$ cat src/rtl/aes_round_sequencer.sv
// Control sequencer for an iterative AES-128 inverse-cipher datapath: key settle wait,
// initial AddRoundKey, nine full inverse rounds, final round, and the Run/Ready handshake.
module aes_round_sequencer #(
  parameter int unsigned KEY_WAIT      = 12,
  parameter int unsigned MIXCOL_CYCLES = 1
) (
  input  logic       clk,
  input  logic       rst_n,
  input  logic       run_i,
  output logic [2:0] op_sel_o,
  output logic [3:0] key_idx_o,
  output logic       state_ld_o,
  output logic       out_ld_o,
  output logic [3:0] round_o,
  output logic       busy_o,
  output logic       ready_o
);

  localparam int unsigned WAIT_W = 8;
  localparam int unsigned MIX_W  = 2;
  localparam int unsigned OP_W   = 3;
  localparam int unsigned KEY_W  = 4;
  localparam int unsigned RND_W  = 4;

  localparam logic [OP_W-1:0] OP_HOLD      = OP_W'(0);
  localparam logic [OP_W-1:0] OP_ADDKEY_IN = OP_W'(1);
  localparam logic [OP_W-1:0] OP_SHIFT     = OP_W'(2);
  localparam logic [OP_W-1:0] OP_SUB       = OP_W'(3);
  localparam logic [OP_W-1:0] OP_ADDKEY    = OP_W'(4);
  localparam logic [OP_W-1:0] OP_MIX       = OP_W'(5);

  localparam logic [KEY_W-1:0] KEY_LAST    = KEY_W'(10);
  localparam logic [RND_W-1:0] ROUND_FIRST = RND_W'(9);

  typedef enum logic [2:0] {
    S_IDLE, S_KEYWAIT, S_INIT, S_SHIFT, S_SUB, S_ADD, S_MIX, S_DONE
  } state_e;

  state_e             state_q, state_d;
  logic [WAIT_W-1:0]  wait_q, wait_d;
  logic [MIX_W-1:0]   mix_q, mix_d;
  logic [RND_W-1:0]   round_q, round_d;

  logic [OP_W-1:0]    op_sel_q, op_sel_d;
  logic [KEY_W-1:0]   key_idx_q, key_idx_d;
  logic               state_ld_q, state_ld_d;
  logic               out_ld_q, out_ld_d;
  logic               busy_q, busy_d;
  logic               ready_q, ready_d;

  // Next state, then outputs decoded from the next state so the registered
  // outputs line up with the state they describe.
  always_comb begin
    state_d    = state_q;
    wait_d     = wait_q;
    mix_d      = mix_q;
    round_d    = round_q;
    op_sel_d   = OP_HOLD;
    key_idx_d  = '0;
    state_ld_d = 1'b0;
    out_ld_d   = 1'b0;
    busy_d     = 1'b0;
    ready_d    = 1'b0;

    unique case (state_q)
      S_IDLE: begin
        round_d = '0;
        if (run_i) begin
          state_d = S_KEYWAIT;
          wait_d  = WAIT_W'(KEY_WAIT - 1);
          round_d = ROUND_FIRST;
        end
      end
      S_KEYWAIT: begin
        if (wait_q == '0) state_d = S_INIT;
        else              wait_d  = wait_q - WAIT_W'(1);
      end
      S_INIT:  state_d = S_SHIFT;
      S_SHIFT: state_d = S_SUB;
      S_SUB:   state_d = S_ADD;
      S_ADD: begin
        // Final round skips InvMixColumns, so round never wraps below zero.
        if (round_q != '0) begin
          state_d = S_MIX;
          mix_d   = MIX_W'(MIXCOL_CYCLES - 1);
        end else begin
          state_d = S_DONE;
        end
      end
      S_MIX: begin
        if (mix_q != '0) begin
          mix_d = mix_q - MIX_W'(1);
        end else begin
          round_d = round_q - RND_W'(1);
          state_d = S_SHIFT;
        end
      end
      S_DONE: begin
        if (!run_i) state_d = S_IDLE;
      end
      default: state_d = S_IDLE;
    endcase

    unique case (state_d)
      S_KEYWAIT: begin
        key_idx_d = KEY_LAST;
        busy_d    = 1'b1;
      end
      S_INIT: begin
        op_sel_d   = OP_ADDKEY_IN;
        key_idx_d  = KEY_LAST;
        state_ld_d = 1'b1;
        busy_d     = 1'b1;
      end
      S_SHIFT: begin
        op_sel_d   = OP_SHIFT;
        state_ld_d = 1'b1;
        busy_d     = 1'b1;
      end
      S_SUB: begin
        op_sel_d   = OP_SUB;
        state_ld_d = 1'b1;
        busy_d     = 1'b1;
      end
      S_ADD: begin
        op_sel_d   = OP_ADDKEY;
        key_idx_d  = round_d;
        state_ld_d = 1'b1;
        busy_d     = 1'b1;
      end
      S_MIX: begin
        op_sel_d   = OP_MIX;
        state_ld_d = (mix_d == '0);
        busy_d     = 1'b1;
      end
      S_DONE: begin
        ready_d  = 1'b1;
        out_ld_d = (state_q != S_DONE);
      end
      default: ;
    endcase
  end

  always_ff @(posedge clk or negedge rst_n) begin
    if (!rst_n) begin
      state_q    <= S_IDLE;
      wait_q     <= '0;
      mix_q      <= '0;
      round_q    <= '0;
      op_sel_q   <= OP_HOLD;
      key_idx_q  <= '0;
      state_ld_q <= 1'b0;
      out_ld_q   <= 1'b0;
      busy_q     <= 1'b0;
      ready_q    <= 1'b0;
    end else begin
      state_q    <= state_d;
      wait_q     <= wait_d;
      mix_q      <= mix_d;
      round_q    <= round_d;
      op_sel_q   <= op_sel_d;
      key_idx_q  <= key_idx_d;
      state_ld_q <= state_ld_d;
      out_ld_q   <= out_ld_d;
      busy_q     <= busy_d;
      ready_q    <= ready_d;
    end
  end

  assign op_sel_o   = op_sel_q;
  assign key_idx_o  = key_idx_q;
  assign state_ld_o = state_ld_q;
  assign out_ld_o   = out_ld_q;
  assign round_o    = round_q;
  assign busy_o     = busy_q;
  assign ready_o    = ready_q;

endmodule

$ cat config.mk
export PLATFORM = sky130hd
export DESIGN_NAME = aes_round_sequencer
export DESIGN_NICKNAME = d
export VERILOG_FILES = /design/src/rtl/aes_round_sequencer.sv
export SDC_FILE = /design/constraint.sdc
export NUM_CORES = 1
export LEC_CHECK = 0
export BUFFER_PORTS_ARGS = -buffer_cell sky130_fd_sc_hd__buf_2
export CAP_MARGIN = 20
export CORE_AREA = 5 5 60 75
export DETAILED_ROUTE_END_ITERATION = 12
export DIE_AREA = 0 0 65 80
export GPL_TIMING_DRIVEN = 0
export SLEW_MARGIN = 25
export SYNTH_ARGS = -nofsm -noshare
export SYNTH_HDL_FRONTEND = slang
export SYNTH_SLANG_ARGS = --single-unit
$ cat constraint.sdc
create_clock -name clk -period 2.1 [get_ports clk]
set_input_delay 0.21 -clock clk [delete_from_list [all_inputs] [get_ports clk]]
set_output_delay 0.21 -clock clk [all_outputs]
set_load 0.05 [all_outputs]
==> run_results.csv <==
group,metric,value,unit
run_status,status,"finished with violations",
run_status,violations,"setup timing",
floorplanning,die_x,65,um
final_layout,antennaDiodeCount,0,
grt,antenna_found_initial,0,
synthesis,ys_seq_area_share,43.5,%
synthesis,ys_warn_count,0,
grt,grt_max_degree,29,
sta,tns,-0.00264,ns
floorplanning,ios,18,
floorplanning,dieHeight,80,um
routing,wire_per_inst,16.7,um
final_layout,num-nets-final,214,
worst_setup_path,worstSetupStartpointType,"register",
synthesis,synth_cell_types,45,
sta,worst_pin_slew,0.631,ns
worst_setup_path,critPathSlowestCell,"or4_1",
sta,finalHoldViolations,0,
routing,wirelength,4130,um
final_layout,areaGrowthSynthToFinish,25.2,%
worst_setup_path,cp_top_family,"simple AND/OR/NAND/NOR gates",
synthesis,avgSynthCellArea,9.36,sq um
routing,via_count,1483,
clock_tree,h-tree-depth,1,
worst_hold_path,hold_start,"run_i",
routing,route.detailed.drc,0,
worst_setup_path,cp_slowest_stage_delay,0.53,ns
place,dpl.hpwl,2810,um
clock_tree,cts_sinks,28,
final_layout,final_common_cell,"dfrtp_1",
synthesis,synthArstFlopShare,100,%
routing,drtIter0Drc,119,
worst_setup_path,crit_top_cell,"a211oi_4",
final_layout,fillers,330,
clock_tree,cts_root_buf,"clkbuf_8",
clock_tree,numCtsBuffers,3,
grt,grt_pass1_wl,6670,um
grt,grt_usage,16.3,%
synthesis,netlist_instances,172,
grt,overflow,0,
synthesis,syn-num-nets,178,
synthesis,synth_flop_cell,"dfrtp_1",
final_layout,most-common-layout-cells,"26 x dfrtp_1, 17 x buf_2, 15 x o21ai_0",
place,gp_congestion,0.877,
clock_tree,clk_pin_slew,0.10,ns
synthesis,synth_area,0.00161,sq mm
grt,grt_pass1_vias,1465,
worst_setup_path,path_buf_inv,2,
sta,skew,0.00402,ns
worst_setup_path,critPathCaptureType,"register",
worst_setup_path,worstPathArrival,2.32,ns
sta,max_slew_margin,57.9,%
synthesis,synth_seq_cells,28,
floorplanning,core,0.00372,sq mm
synthesis,synth_edf_count,0,
worst_setup_path,worstPathRequired,2.31,ns
worst_setup_path,crit_fanout,3,
place,numPortBuffers,17,
floorplanning,start_util,43.3,%
final_layout,drive_gt1_share,32.4,%
worst_setup_path,cp_cell_sequence,"inv_2 > ha_4 > nor3b_4 > a211oi_4 > a211oi_4 > buf_4 > or4_1 > a21oi_2",
routing,antenna_left,0,
worst_setup_path,startpoint,"wait_q[0]",
sta,rsz0062_at_grt,"true",
worst_hold_path,hold_path_class,"primary input to register",
floorplanning,rows,25,
sta,holdWs,0.402,ns
clock_tree,cts_tree,"built",
floorplanning,fp.dieArea,0.00520,sq mm
job,maxCapViolCount,0,
sta,finalCritPeriodShare,100,%
worst_setup_path,r2r-start,"wait_q[0]",
worst_setup_path,critPathKind,"register to register",
sta,drv_slew,0,
clock_tree,clk_latency,0.28,ns
routing,drt-pass1-iter-count,4,
clock_tree,clockBufferDepth,2,
sta,setup_viol,1,
final_layout,final_util,54.2,%
sta,fin_ws,-0.00264,ns
sta,fin_crit,2.10,ns
sta,max_clock_freq,476,MHz
routing,avgViaCountPerCell,6.00,
==> routing by layer <==
layer,vias up,GRT usage [%],routed length (um)
li1,701,-,-
met1,703,19.1,1620
met2,65,27.5,2150
met3,14,2.11,193
met4,0,10.8,159
met5,-,0,0
==> registers in the layout, indices dropped and copies added (netlist names), 2 cells and up <==
name	cells
wait_q	8
key_idx_o	4
round_o	4
op_sel_o	3
state_q	3
mix_q	2
==> worst reg2reg max path, cell delays in order (launching register included) <==
cell      delay [ns]
dfrtp_1         0.40
inv_2           0.07
ha_4            0.16
nor3b_4         0.17
a211oi_4        0.33
a211oi_4        0.07
buf_4           0.16
or4_1           0.53
a21oi_2         0.15
==> cells in the mapped netlist (2+ instances only) <==
cell type | instances | area, sq um
nor4_4 | 2 | 42.5
nor3_1 | 8 | 40.0
a32oi_1 | 3 | 26.3
ha_1 | 3 | 37.5
nor4_1 | 2 | 12.5
a211oi_2 | 2 | 25.0
a31oi_1 | 2 | 12.5
clkbuf_1 | 5 | 18.8
o31ai_1 | 4 | 30.0
o21ai_0 | 15 | 75.1
nand3_1 | 6 | 30.0
a22oi_1 | 4 | 30.0
nand2_1 | 13 | 48.8
buf_6 | 3 | 33.8
or4_1 | 5 | 37.5
nor2_1 | 13 | 48.8
dfrtp_1 | 28 | 701
nor2b_1 | 2 | 12.5
a21oi_1 | 14 | 70.1
inv_1 | 11 | 41.3
and3_1 | 2 | 12.5
nand2b_1 | 2 | 12.5
==> area by class of cell <==
class / instances / area, sq um / share of cell area (%)
multi-input cells: 123 / 872 / 43.3
flip-flops and latches: 28 / 703 / 34.9
repair buffers: 32 / 200 / 9.93
plain buffers: 9 / 70.1 / 3.48
well taps: 40 / 50.0 / 2.48
inverters: 11 / 48.8 / 2.42
clock buffers: 3 / 41.3 / 2.05
clock inverters: 1 / 30.0 / 1.49
==> path summary, 6_finish.rpt <==
kind / endpoint / slack [ns] / cells past startpoint
worst max-delay path: wait_q[4] / -0.003 / 8
worst min-delay path: busy_o / 0.40 / 4
worst max register to register: wait_q[4] / -0.003 / 8
worst min register to register: mix_q[1] / 0.61 / 2
max in group asynchronous: round_o[1] / 1.18 / 2
min in group asynchronous: wait_q[4] / 0.47 / 2
==> cell families after synthesis <==
kind of cell	count (synthesis)	share of synthesized area (%)
buf+inv	21	7.15
flops	28	43.5
simple gates	64	23.2
mux	1	0.622
compound gates	55	23.2
fa+ha+maj	3	2.33
==> metrics by stage <==
step | cell area, sq um | setup slack, ns | cells
2_1_floorplan | 1610 | 0.0155 | 172
3_3_place_gp | 1750 | -0.400 | 229
3_5_place_dp | 1750 | -0.427 | 229
4_1_cts | 1930 | -0.00183 | 242
5_1_grt | 2020 | -0.110 | 247
6_report | 2020 | -0.00264 | 247
==> repair_timing <==
action                                 4_1_cts  5_1_grt
buffers inserted                             9        5
pin swaps                                    4        6
endpoints found under the hold margin       28        0
setup endpoints to repair                   16       13
gates resized for setup                      8       11
hold buffers                                 1        0
Power is left out: the tool's default activity adds up to more than one toggle a clock period on the data nets, which glitch-free logic cannot reach.
